File: src/rtl/if_stage.sv
// Instruction-fetch stage: owns the PC and the IF/ID register, fetching over a
// req/ack instruction-memory handshake with stall, hold and branch-flush control.
module if_stage #(
  parameter logic [31:0] RESET_PC  = 32'h0000_0000,
  parameter logic [31:0] NOP_INSTR = 32'h0000_0013
) (
  input  logic        clk_i,
  input  logic        rst_i,
  input  logic        PCWrite_i,
  input  logic        Stall_i,
  input  logic        MemStall_i,
  input  logic        Flush_i,
  input  logic [31:0] BranchTarget_i,
  output logic        imem_req_o,
  output logic [31:0] imem_addr_o,
  input  logic        imem_ack_i,
  input  logic [31:0] imem_data_i,
  output logic [31:0] pc_o,
  output logic [31:0] instr_o,
  output logic        valid_o
);

  localparam int unsigned XLEN = 32;
  localparam logic [XLEN-1:0] PC_STEP = XLEN'(4);

  // REQ: fetch of pc_q outstanding; HOLD: fetched word parked in buf_q;
  // DROP: wrong-path fetch still outstanding, redirect waits in target_q.
  typedef enum logic [1:0] {
    S_REQ  = 2'd0,
    S_HOLD = 2'd1,
    S_DROP = 2'd2
  } state_t;

  state_t          state_q, state_d;
  logic [XLEN-1:0] pc_q, pc_d;
  logic [XLEN-1:0] buf_q, buf_d;
  logic [XLEN-1:0] target_q, target_d;
  logic [XLEN-1:0] pc_out_d, instr_d;
  logic            valid_d;
  logic            hold, flush;

  // Any stall source freezes the stage; a branch flush only acts when not held.
  assign hold  = Stall_i | ~PCWrite_i | MemStall_i;
  assign flush = Flush_i & ~hold;

  // Memory sees the current PC; no request while parked or in reset.
  assign imem_addr_o = pc_q;
  assign imem_req_o  = ~rst_i & (state_q != S_HOLD);

  // State register, PC, buffers and IF/ID register.
  always_ff @(posedge clk_i) begin
    if (rst_i) begin
      state_q  <= S_REQ;
      pc_q     <= RESET_PC;
      buf_q    <= '0;
      target_q <= '0;
      pc_o     <= '0;
      instr_o  <= NOP_INSTR;
      valid_o  <= 1'b0;
    end else begin
      state_q  <= state_d;
      pc_q     <= pc_d;
      buf_q    <= buf_d;
      target_q <= target_d;
      pc_o     <= pc_out_d;
      instr_o  <= instr_d;
      valid_o  <= valid_d;
    end
  end

  // Next-state and next IF/ID contents.
  always_comb begin
    state_d  = state_q;
    pc_d     = pc_q;
    buf_d    = buf_q;
    target_d = target_q;
    pc_out_d = pc_o;
    instr_d  = instr_o;
    valid_d  = valid_o;

    case (state_q)
      S_REQ: begin
        if (imem_ack_i) begin
          if (flush) begin
            pc_d     = BranchTarget_i;
            pc_out_d = '0;
            instr_d  = NOP_INSTR;
            valid_d  = 1'b0;
          end else if (!hold) begin
            pc_out_d = pc_q;
            instr_d  = imem_data_i;
            valid_d  = 1'b1;
            pc_d     = pc_q + PC_STEP;
          end else begin
            buf_d   = imem_data_i;
            state_d = S_HOLD;
          end
        end else begin
          if (flush) begin
            target_d = BranchTarget_i;
            pc_out_d = '0;
            instr_d  = NOP_INSTR;
            valid_d  = 1'b0;
            state_d  = S_DROP;
          end else if (!hold) begin
            pc_out_d = '0;
            instr_d  = NOP_INSTR;
            valid_d  = 1'b0;
          end
        end
      end

      S_HOLD: begin
        if (flush) begin
          pc_d     = BranchTarget_i;
          pc_out_d = '0;
          instr_d  = NOP_INSTR;
          valid_d  = 1'b0;
          state_d  = S_REQ;
        end else if (!hold) begin
          pc_out_d = pc_q;
          instr_d  = buf_q;
          valid_d  = 1'b1;
          pc_d     = pc_q + PC_STEP;
          state_d  = S_REQ;
        end
      end

      S_DROP: begin
        // IF/ID already holds a bubble here, so Flush_i cannot be genuine.
        if (!hold) begin
          pc_out_d = '0;
          instr_d  = NOP_INSTR;
          valid_d  = 1'b0;
        end
        if (imem_ack_i) begin
          pc_d    = target_q;
          state_d = S_REQ;
        end
      end

      default: begin
        state_d = S_REQ;
      end
    endcase
  end

endmodule

File: config.mk
export PLATFORM = sky130hd
export DESIGN_NAME = if_stage
export DESIGN_NICKNAME = d
export VERILOG_FILES = /design/src/rtl/if_stage.sv
export SDC_FILE = /design/constraint.sdc
export NUM_CORES = 1
export LEC_CHECK = 0
export ABC_AREA = 1
export CAP_MARGIN = 0
export CELL_PAD_IN_SITES_DETAIL_PLACEMENT = 1
export CELL_PAD_IN_SITES_GLOBAL_PLACEMENT = 2
export CORE_ASPECT_RATIO = 0.8
export CORE_MARGIN = 3
export CORE_UTILIZATION = 30
export CTS_CLUSTER_SIZE = 12
export DETAILED_ROUTE_END_ITERATION = 10
export PLACE_DENSITY = 0.95
export REMOVE_ABC_BUFFERS = 1
export SLEW_MARGIN = 20
export SYNTH_ARGS = -nofsm -noshare
export SYNTH_HDL_FRONTEND = slang
export SYNTH_SLANG_ARGS = --single-unit
File: constraint.sdc
create_clock -name clk_i -period 4.9 [get_ports clk_i]
set_clock_uncertainty 0.2 [all_clocks]
set_input_delay 0.49 -clock clk_i [delete_from_list [all_inputs] [get_ports clk_i]]
set_output_delay 0.49 -clock clk_i [all_outputs]
set_load 0.1 [all_outputs]
# == Word level (Yosys, flattened, before mapping) ==
# Cells that the tools add are included.
# word_totals
register_bits,163
inputBits,71
output_inout_bits,98
word_cells,67
# op_classes
add_sub_neg,1
n_eq_ne,10
n_mux,33
bitwise,9
reduce_logical,7
# op_table
cell,n
$mux W32,16
$pmux W32 S3,3
$add A32 B3 Y32 const B,1
$mux W2,7
$ne A3 B3 Y1 const B,4
$reduce_and A3 Y1,3
$pmux W2 S3,1
$mux W1,5
$not A1 Y1,5
$reduce_and A5 Y1,1
$ne A2 B2 Y1 const B,2
$ne A4 B4 Y1 const B,1
$reduce_and A4 Y1,1
$pmux W1 S3,1
$reduce_bool A3 Y1,1
$and A1 B1 Y1,2
$eq A2 B1 Y1 const B,1
$eq A2 B2 Y1 const B,1
$logic_not A2 Y1,1
$ne A2 B1 Y1 const B,1
$or A1 B1 Y1,2

# == Depth between registers and ports, before layout ==
# depth
ltp_word,8
ltp_mapped,11
depth_no_buf,10

# == Worst setup path after synthesis ==
# No wires, ideal clock.
# synth_timing
path_type,input to output
startpoint,in rst_i
endpoint,out imem_req_o
arrival_ns,2.139
required_ns,4.210
slack_ns,2.071
cell_stages,3
path_buffers,2
path_cell_list,clkbuf_1 > clkbuf_1 > nor2_1
# synth_between
elab_chain_len,2
# synth_lines
item,line,text
from (decl),8,"input logic rst_i,"
$not A1 Y1,48,assign imem_req_o = ~rst_i & (state_q != S_HOLD);
$and A1 B1 Y1,48,
to (decl),14,"output logic imem_req_o,"
# Every way passes these cells.

# == Final worst setup path ==
# layout_timing
startpoint,reg state_q[0]
endpoint,reg pc_q[10] (netlist: imem_addr_o[10])
# layout_between
elab_chain_len,3
elab_cells_between_ends,8
# layout_lines
item,line,text
from (decl),34,"state_t state_q, state_d;"
from (signal assigned),61,state_q <= state_d;
"$eq A2 B2 Y1, or another cell as far along",81,case (state_q)
$ne A2 B2 Y1 (no source line) or $reduce_bool A3 Y1 (tied branches),--,
$reduce_and A3 Y1 (no source line),--,
to (signal assigned),62,pc_q <= pc_d;
to (decl),35,"logic [XLEN-1:0] pc_q, pc_d;"
# Parallel ways exist; a longest one is shown, timed or not.
# A chain may end at the register's enable or synchronous reset.

==> run metrics <==
status finished clean; Hold Worst Slack 0.2481 ns; Peak Freq 309.0 MHz; Initial Util 30.61%; final net count 1355; Filler Cells Inserted 3200; GR Layer Usage met3 3.767%; Num CTS Buffers 17; Routed WL 27820 um; Ports 169; share of power burned in registers 28.1%; Int Power 3.288 mW; Longest Clk Path Bufs 2; P_sw 3.261 mW; Switching Share 49.80%; largest cells by area after synthesis dfxtp_1, o21ai_0, a21oi_1, nand2_1, nand3_1; Max stage delay on crit path 0.55 ns; DRC 0; final hold vios 0; total number of vias 8284; H-tree depth 4; Slew Viols, Final 0; CTS-repair resized insts 0; Final period util 66.06%; # Max-Cap Violations 0; Clk pwr share 23.7%; Synth top area share 42.01%; Critical-path top delay cell buf_4; routed vias/inst 5.129; Comb power frac 48.2%; WHS Path Cells 2; Post-CTS Setup Bufs 0; dpl hpwl 18840 um; sequential share of the synthesized area 42.01%; n_diodes 0; flop2flop setup slack 1.66 ns; first-pass GRT wire length 44480 um; Hold Path End buf_q[11]$_SDFFE_PP0P_; R2R cell count 9; row count 52; Crit path arrival time 3.33 ns; Root Driver clkbuf_16; M2 GR Usage 31.68%; crit path max fanout 60; Worst setup SP type flop; CTS tree yes; Main synth FF type dfxtp_1; relative slew slack 28.68%; hold wc startpoint buf_q[11]$_SDFFE_PP0P_; hold crit path type reg2reg; Die Wd 185.9 um; number of enable flip-flop cells after synthesis 0; P_leak 3.928 nW; initial drt markers 508; die area 27870 sq um; data required time of the critical path 5.00 ns; Overall Power 6.549 mW; initial antenna violation count 0; leading area contributor after synthesis dfxtp_1; GR peak layer met2; clock latency at the later pin of the worst-skew pair 0.43 ns; 1st-pass router iterations 5; worst IR drop on VDD 443.3 uV; Critical R2R Capture imem_addr_o[10]$_SDFFE_PP0P_; clk sink count 163; M1 GR Usage 27.80%; clock-pin slew on the worst setup and hold paths 0.06 ns; unrepaired setup endpoints after global routing no; Syn. warnings 0; CP Class reg2reg; setup TNS 0 ns; Worst-Margin Slew 1.066 ns; Netlist Area Pre-Place 7767 sq um; post-route ant nets 0; Crit. End Element flop; largest net degree at the start of global routing 61; share of post-route cells with drive strength above 1 5.190%; Die H 149.9 um; clock period minus final worst setup slack 3.237 ns; area grow syn2layout 32.80%; count leader, synth nand2_1; vias in the first global route 8524; gpl congestion 0.8062; crit-path leading delay family buffers and inverters; count of input and output buffers 168; register bit count reported by yosys 163; pwr/cell area 634.9 nW/um^2; Async S/R FF share, synth 0%; post-synthesis average cell area 6.737 sq um; critical-path cell list inv_1 > ha_2 > buf_4 > nand2_1 > nand4_1 > buf_4 > inv_1 > o21ai_0 > a21oi_1; DR WL/cell 17.23 um; Buf/Inv on CP 4; Yosys cell types 30; Hold-fix buffers, CTS 0; gr usage total 19.90%; final setup vio count 0; Synth Instances 1153; FF-to-FF Start state_q[0]$_SDFFE_PP0P_; Core ar. 25370 sq um; grt total ovfl 0; top cells by count, synth nand2_1, o21ai_0, a21oi_1, dfxtp_1, nor2_1
[power groups by stage]
stage | sequential [mW] | clock [mW] | combinational (mW)
floorplan | 3.11 | 0 | 0.974
global placement | 1.86 | 0 | 3.12
detailed placement | 1.87 | 0 | 3.16
CTS | 1.84 | 1.58 | 3.18
global route | 1.88 | 1.64 | 3.39
finish | 1.84 | 1.55 | 3.16
[through the flow]
step                      std cells  instance area (sq um)  setup WS [ns]  util (%)
after floorplan                1080                   7456         0.9884         -
after global placement         1584                   9657          1.597     38.06
after detailed placement       1584                   9657          1.426     38.06
after CTS                      1615                  10310          1.693     40.65
after global routing           1615                  10310          1.428     40.65
final                          1615                  10310          1.663     40.65
[cells by family after synthesis]
logic type / count (synthesis) / share of synthesized area [%]
compound gates: 384 / 25.06
xor+xnor: 3 / 0.3383
fa+ha+maj: 5 / 0.8054
buf+inv: 178 / 9.085
flops: 163 / 42.01
simple gates: 420 / 22.70
[cell type report]
cell class	count	area, sq um	share of cell area, %
Inverter	105	394.1	3.821
Tap cell	324	405.4	3.930
Multi-Input combinational cell	812	3825	37.08
Clock inverter	13	229.0	2.220
Timing Repair Buffer	180	1769	17.15
Sequential cell	163	3263	31.64
Clock buffer	18	429.2	4.161
[flip-flops by register name (all words and copies together), names as in the netlist]
register and cells:
buf_q 32, imem_addr_o 32, instr_o 32, pc_o 32
target_q 32, state_q 2, valid_o 1
[layer usage]
metal | wire, um | vias to the layer above
met3 | 1106 | 26
met5 | 0 | -
met2 | 12460 | 170
met1 | 13890 | 4016
met4 | 359 | 0
li1 | - | 4072
[worst max path at each step]
stage	cells past startpoint	end	from	slack (ns)
6_report	9	imem_addr_o[10]$_SDFFE_PP0P_	state_q[0]$_SDFFE_PP0P_	1.66
5_1_grt	9	imem_addr_o[10]$_SDFFE_PP0P_	state_q[0]$_SDFFE_PP0P_	1.43
4_1_cts	9	imem_addr_o[10]$_SDFFE_PP0P_	state_q[0]$_SDFFE_PP0P_	1.69
3_5_place_dp	9	target_q[3]$_SDFFE_PP0P_	PCWrite_i	1.43
3_3_place_gp	9	target_q[7]$_SDFFE_PP0P_	PCWrite_i	1.60
2_1_floorplan	8	imem_addr_o[10]$_SDFFE_PP0P_	state_q[0]$_SDFFE_PP0P_	0.99
[layout by cell type (no fill, tap or decap), drive strengths merged, types with 4 or more instances in the layout]
cell type      Yosys  routed
dfxtp            163     163
ha                 5       5
nor2             109     109
o211ai             4       4
nand3             90      90
clkbuf            53      18
clkdlybuf4s50      0     167
a21oi            171     171
o21ai            199     199
bufinv             0       6
a31oi              7       7
inv              105     108
nand2            206     206
nor3               7       7
buf               20      13
[tightest hold or removal path, stage by stage (launching register included)]
cell and delay (ns):
dfxtp_1 0.30, inv_1 0.05, a21oi_1 0.05
No activity file was read; power rests on OpenSTA's default activity.
